==> src/rtl/dmac_channel.sv <==
// Single-channel DMA transfer engine: moves Trans_sz beats from source to destination over an
// AHB master port, in chunks of up to BUF_DEPTH reads followed by the same number of writes.
//
// state     | meaning
// S_IDLE    | no working config, waiting for cfg_load
// S_CFG     | config held, waiting for Channel_en
// S_RD      | issuing read address phases for the current chunk
// S_RD_LAST | last read address accepted, waiting for its data
// S_WR      | issuing write address phases for the current chunk
// S_WR_LAST | last write address accepted, waiting for its data phase
// S_DONE    | transfer finished or errored, irq held until Channel_en drops
module dmac_channel #(
  parameter int ADDR_W    = 32,
  parameter int DATA_W    = 32,
  parameter int CNT_W     = 16,
  parameter int BUF_DEPTH = 4
) (
  input  logic              clk,
  input  logic              rst,
  input  logic              cfg_load,
  input  logic [ADDR_W-1:0] SAddr,
  input  logic [ADDR_W-1:0] DAddr,
  input  logic [CNT_W-1:0]  Trans_sz,
  input  logic [3:0]        Ctrl,
  input  logic              Channel_en,
  input  logic              HReady,
  input  logic [1:0]        HResp,
  input  logic [DATA_W-1:0] HRData,
  output logic [ADDR_W-1:0] HAddr,
  output logic [1:0]        HTrans,
  output logic              HWrite,
  output logic [2:0]        HSize,
  output logic [DATA_W-1:0] HWData,
  output logic              C_config,
  output logic              irq,
  output logic              err
);

  localparam int PW = $clog2(BUF_DEPTH);
  localparam int CW = PW + 1;

  localparam logic [2:0] S_IDLE    = 3'd0;
  localparam logic [2:0] S_CFG     = 3'd1;
  localparam logic [2:0] S_RD      = 3'd2;
  localparam logic [2:0] S_RD_LAST = 3'd3;
  localparam logic [2:0] S_WR      = 3'd4;
  localparam logic [2:0] S_WR_LAST = 3'd5;
  localparam logic [2:0] S_DONE    = 3'd6;

  localparam logic [1:0] T_IDLE   = 2'b00;
  localparam logic [1:0] T_NONSEQ = 2'b10;
  localparam logic [1:0] T_SEQ    = 2'b11;

  logic [2:0]        state;
  logic [ADDR_W-1:0] src;
  logic [ADDR_W-1:0] dst;
  logic [CNT_W-1:0]  remaining;
  logic [1:0]        hsize_q;
  logic              src_inc;
  logic              dst_inc;
  logic [CW-1:0]     chunk;
  logic [CW-1:0]     issued;
  logic [CW-1:0]     didx;
  logic              dp_valid;
  logic [DATA_W-1:0] buf_mem [BUF_DEPTH];

  logic [ADDR_W-1:0] step;
  logic [CNT_W-1:0]  rem_next;
  logic              in_wr;
  logic              rd_phase;
  logic              cur_inc;
  logic [ADDR_W-1:0] cur_ptr;
  logic              issue_ok;
  logic              data_err;

  function automatic logic [CW-1:0] chunk_of(input logic [CNT_W-1:0] rem);
    if (rem >= CNT_W'(BUF_DEPTH)) return CW'(BUF_DEPTH);
    return rem[CW-1:0];
  endfunction

  assign step     = ADDR_W'(1) << hsize_q;
  assign rem_next = remaining - CNT_W'(chunk);
  assign in_wr    = (state == S_WR);
  assign rd_phase = (state == S_RD) || (state == S_RD_LAST);
  assign cur_inc  = in_wr ? dst_inc : src_inc;
  assign cur_ptr  = in_wr ? dst : src;
  assign issue_ok = ((state == S_RD) || in_wr) && Channel_en && (issued < chunk);
  assign data_err = dp_valid && (HResp == 2'b01);

  assign HSize    = {1'b0, hsize_q};
  assign C_config = (state != S_IDLE);
  assign irq      = (state == S_DONE);

  always_ff @(posedge clk) begin
    if (rst) begin
      state     <= S_IDLE;
      src       <= '0;
      dst       <= '0;
      remaining <= '0;
      hsize_q   <= '0;
      src_inc   <= 1'b0;
      dst_inc   <= 1'b0;
      chunk     <= '0;
      issued    <= '0;
      didx      <= '0;
      dp_valid  <= 1'b0;
      HAddr     <= '0;
      HTrans    <= T_IDLE;
      HWrite    <= 1'b0;
      HWData    <= '0;
      err       <= 1'b0;
      for (int i = 0; i < BUF_DEPTH; i++) buf_mem[i] <= '0;
    end else begin
      case (state)
        S_IDLE: begin
          if (cfg_load) begin
            src       <= SAddr;
            dst       <= DAddr;
            remaining <= Trans_sz;
            hsize_q   <= (Ctrl[1:0] == 2'b11) ? 2'b10 : Ctrl[1:0];
            src_inc   <= Ctrl[2];
            dst_inc   <= Ctrl[3];
            err       <= 1'b0;
            state     <= S_CFG;
          end
        end
        S_CFG: begin
          if (Channel_en) begin
            if (remaining == '0) begin
              state <= S_DONE;
            end else begin
              chunk  <= chunk_of(remaining);
              issued <= '0;
              didx   <= '0;
              state  <= S_RD;
            end
          end
        end
        S_DONE: begin
          if (!Channel_en) state <= S_IDLE;
        end
        default: begin
          // Everything on the bus side advances only on HReady; low HReady is a full freeze.
          if (HReady) begin
            dp_valid <= HTrans[1];
            if (data_err) begin
              err      <= 1'b1;
              dp_valid <= 1'b0;
              HTrans   <= T_IDLE;
              HWrite   <= 1'b0;
              state    <= S_DONE;
            end else begin
              if (dp_valid && rd_phase) begin
                buf_mem[didx[PW-1:0]] <= HRData;
                didx                  <= didx + 1'b1;
              end
              // Write data is loaded as its address is accepted so it sits stable through the data phase.
              if (HTrans[1] && HWrite) begin
                HWData <= buf_mem[didx[PW-1:0]];
                didx   <= didx + 1'b1;
              end
              if (issue_ok) begin
                HAddr  <= cur_ptr;
                HTrans <= ((HTrans == T_IDLE) || !cur_inc) ? T_NONSEQ : T_SEQ;
                HWrite <= in_wr;
                issued <= issued + 1'b1;
                if (in_wr) dst <= dst + (dst_inc ? step : '0);
                else       src <= src + (src_inc ? step : '0);
              end else begin
                HTrans <= T_IDLE;
                HWrite <= 1'b0;
              end
              case (state)
                S_RD: if (issued == chunk) state <= S_RD_LAST;
                S_RD_LAST: begin
                  issued <= '0;
                  didx   <= '0;
                  state  <= S_WR;
                end
                S_WR: if (issued == chunk) state <= S_WR_LAST;
                S_WR_LAST: begin
                  remaining <= rem_next;
                  if (rem_next == '0) begin
                    state <= S_DONE;
                  end else begin
                    chunk  <= chunk_of(rem_next);
                    issued <= '0;
                    didx   <= '0;
                    state  <= S_RD;
                  end
                end
                default: state <= S_IDLE;
              endcase
            end
          end
        end
      endcase
    end
  end

endmodule

==> config.mk <==
export PLATFORM = sky130hd
export DESIGN_NAME = dmac_channel
export DESIGN_NICKNAME = d
export VERILOG_FILES = /design/src/rtl/dmac_channel.sv
export SDC_FILE = /design/constraint.sdc
export NUM_CORES = 1
export LEC_CHECK = 0
export BUFFER_PORTS_ARGS = -buffer_cell sky130_fd_sc_hd__buf_2
export CORE_AREA = 2 2 208 210
export CTS_CLUSTER_SIZE = 14
export DETAILED_ROUTE_END_ITERATION = 10
export DIE_AREA = 0 0 210 212
export HOLD_SLACK_MARGIN = 0.03
export PLACE_DENSITY = 0.6
export SETUP_SLACK_MARGIN = 0.15
export SKIP_LAST_GASP = 1
export SLEW_MARGIN = 30
export SYNTH_ARGS = -nofsm -noshare
export SYNTH_HDL_FRONTEND = slang
export SYNTH_SLANG_ARGS = --single-unit
==> constraint.sdc <==
create_clock -name clk -period 8.1 [get_ports clk]
set_input_delay 0.81 -clock clk [delete_from_list [all_inputs] [get_ports clk]]
set_output_delay 0.81 -clock clk [all_outputs]
set_load 0.05 [all_outputs]
==> impl_metrics.json <==
{
  "max_stage_delay_ns": 0.67,
  "place_area_um2": 16100,
  "crit_start": "state[2]$_SDFFE_PP0P_",
  "synth_top_area_frac": 0.262,
  "crit_top_cell": "buf_4",
  "grt_usage": 0.191,
  "drv_cap": 0,
  "syn_area_um2": 14700,
  "fin_worst_skew_ns": 0.0124,
  "p_total_mw": 5.07,
  "whs_path_depth": 2,
  "fin_crit_ns": 3.55,
  "start_util": 0.346,
  "synthArstFlopShare": 0,
  "clk_pin_slew_worst_paths_ns": 0.06,
  "yosys.area.top_type": "edfxtp_1",
  "powerDensity_nw_per_um2": 296,
  "cts_root_buffer": "clkbuf_16",
  "post-dp-hpwl_um": 29000,
  "drt_pass1_iterations": 6,
  "synth-edff-count": 128,
  "syn-num-nets": 1658,
  "path_class": "flip-flop to primary output",
  "yosysMostFrequentCell": "nand2_1",
  "finalHoldViolations": 0,
  "worstPathArrival_ns": 2.74,
  "fin_area_um2": 17200,
  "hp-class": "flip-flop to flip-flop",
  "gr-usage-met2": 0.308,
  "ys_top_cells_by_area": "edfxtp_1 26%, dfxtp_1 22%, and2_1 5.6%, mux4_2 4.9%, nand2_1 4.2%",
  "detail-route-antenna-nets": 0,
  "port_buffers": 194,
  "drt_wl_total_um": 42700,
  "rows": 76,
  "vdd_drop_max_mv": 0.262,
  "cts_buffer_depth": 3,
  "cts_buffers": 34,
  "synth_seq_area_share": 0.485,
  "gr-usage-met3": 0.0419,
  "die_h_um": 212,
  "ctsHoldBuffers": 0,
  "cts_num_sinks": 292,
  "cts_htree_levels": 2,
  "ys.flop_type": "dfxtp_1",
  "final.fill_count": 4211,
  "hold_path_end": "HWData[7]$_SDFFE_PP0P_",
  "cts_tree": "built",
  "crit_fanout": 76,
  "grt-ovfl-total": 0,
  "dieArea_um2": 44500,
  "cp_cell_sequence": "buf_4 > nor3_2 > inv_2 > buf_4 > buf_2",
  "postCtsResizedCells": 0,
  "die-width_um": 210,
  "io-pin-count": 196,
  "drt-initial-drc-count": 1017,
  "synth_cell_type_count": 84,
  "core-area_um2": 42500,
  "grt_pass1_vias": 11801,
  "fin_util": 0.404,
  "required_ns": 7.29,
  "tns_ns": 0,
  "met1_usage": 0.251,
  "synth.top_cells.by_count": "166 x nand2_1, 164 x dfxtp_1, 137 x nor2_1",
  "yosysWarnings": 0,
  "setup_violations": 0,
  "reg2reg_slack_ns": 4.72,
  "cp-end-kind": "primary output",
  "status": "finished, final reports clean",
  "post_cts_buffers": 0,
  "slew_headroom": 0.357,
  "max_slew.worst_pin.slew_ns": 0.964,
  "netlist_instances": 1517,
  "gp_congestion": 0.879,
  "grt_max_degree": 88,
  "grt_pass1_wl_um": 66500,
  "period_share": 0.439,
  "clk_latency_ns": 0.54,
  "final_max_slew_viol_count": 0,
  "avgViaCountPerCell": 5.44,
  "grt_busiest_layer": "met2",
  "avgRoutedWirePerCell_um": 19.2,
  "antenna_found_initial": 7,
  "max_freq_ghz": 0.281,
  "hp-start": "HWData[7]$_SDFFE_PP0P_",
  "syn2layout_area_growth_pct": 16.8,
  "ys_ff_latch": 292,
  "drc": 0,
  "nets": 1795,
  "reg2reg_to": "dst[27]$_SDFFE_PP0P_",
  "reg2reg_depth": 11,
  "synth_area_per_cell_um2": 9.68,
  "worst_path_max_delay_cell": "dfxtp_1",
  "reg2reg_from": "hsize_q[1]$_SDFFE_PP0P_",
  "vias": 12126,
  "grt_setup_unrepaired": "false",
  "power.leakage_nw": 6.21,
  "post_route_cells_drive_above_1_share": 0.201,
  "startpoint_type": "flip-flop"
}
-- metrics by stage --
stage	hold WS, ns	instances	worst slack, ns
final	0.451	2227	4.55
after floorplan	0.450	1517	3.95
after detailed placement	0.445	2164	4.60
after CTS	0.454	2222	4.50
after global routing	0.472	2225	4.39
after global placement	0.444	2164	4.64
-- power breakdown --
part	switching [mW]	internal [mW]
Combinational	1.06	0.593
Clock	0.629	0.830
Sequential	0.248	1.72
Total	1.93	3.14
-- state kept, by name (all words and copies together) (netlist names), 2 cells and up --
register	count
HWData	32
buf_mem	128
didx	2
HAddr	32
chunk	3
issued	3
HTrans	2
state	3
remaining	16
hsize_q	2
src	32
dst	32
-- area by class of cell --
type / instances / area, µm² / share of cell area
Sequential cell: 292 / 7130 / 0.416
Multi-Input combinational cell: 1078 / 7040 / 0.410
Timing Repair Buffer: 215 / 1130 / 0.0662
Clock buffer: 45 / 912 / 0.0532
Tap cell: 546 / 683 / 0.0398
Inverter: 33 / 124 / 0.00722
Clock inverter: 13 / 119 / 0.00693
Antenna cell: 5 / 12.5 / 0.000729
-- how the worst max path moves through the flow --
stage	end
floorplan	buf_mem[3][0]$_DFFE_PP_
global placement	buf_mem[3][28]$_DFFE_PP_
detailed placement	buf_mem[1][15]$_SDFFCE_PN0P_
CTS	C_config
global route	C_config
finish	C_config
-- layout by cell type (no fill, tap or decap), types with 9 or more instances in the layout --
cell type,count
a211oi_1,65
a21o_1,9
a21oi_1,112
a22oi_1,13
a31oi_1,12
a32o_1,9
and2_1,130
and3_1,12
buf_2,193
buf_4,21
clkbuf_1,9
clkbuf_16,34
dfxtp_1,162
edfxtp_1,128
ha_1,15
inv_1,32
mux2i_1,39
mux4_2,32
nand2_1,166
nand2b_1,9
nand3_1,38
nand4_1,15
nor2_1,137
nor2b_1,9
nor3_1,33
o21ai_0,62
o22ai_1,10
-- metal layers --
layer | routed length [µm] | up-vias
met5 | 30 | -
met4 | 1380 | 4
met3 | 2870 | 78
met2 | 19600 | 388
met1 | 18800 | 5819
li1 | - | 5837
-- logic make-up (layout without fill, tap and decap cells) --
group | Yosys count | in the layout | share of synthesized area
AOI/OAI and AO/OA | 378 | 378 | 0.172
xor gates and xnor gates | 5 | 5 | 0.00298
adders and majority gates | 18 | 18 | 0.0169
buffers and inverters | 147 | 306 | 0.0404
DFF | 292 | 292 | 0.485
muxes | 71 | 71 | 0.0756
other | 1 | 6 | 0.000255
and+or+nand+nor | 605 | 605 | 0.207
-- critical path: cells and delay by family (launching register included) --
kind                   cells  cell delay [ns]
and+or+nand+nor            1             0.09
DFF                        1             0.67
buffers and inverters      4             1.40
No activity file was read; power rests on OpenSTA's default activity.
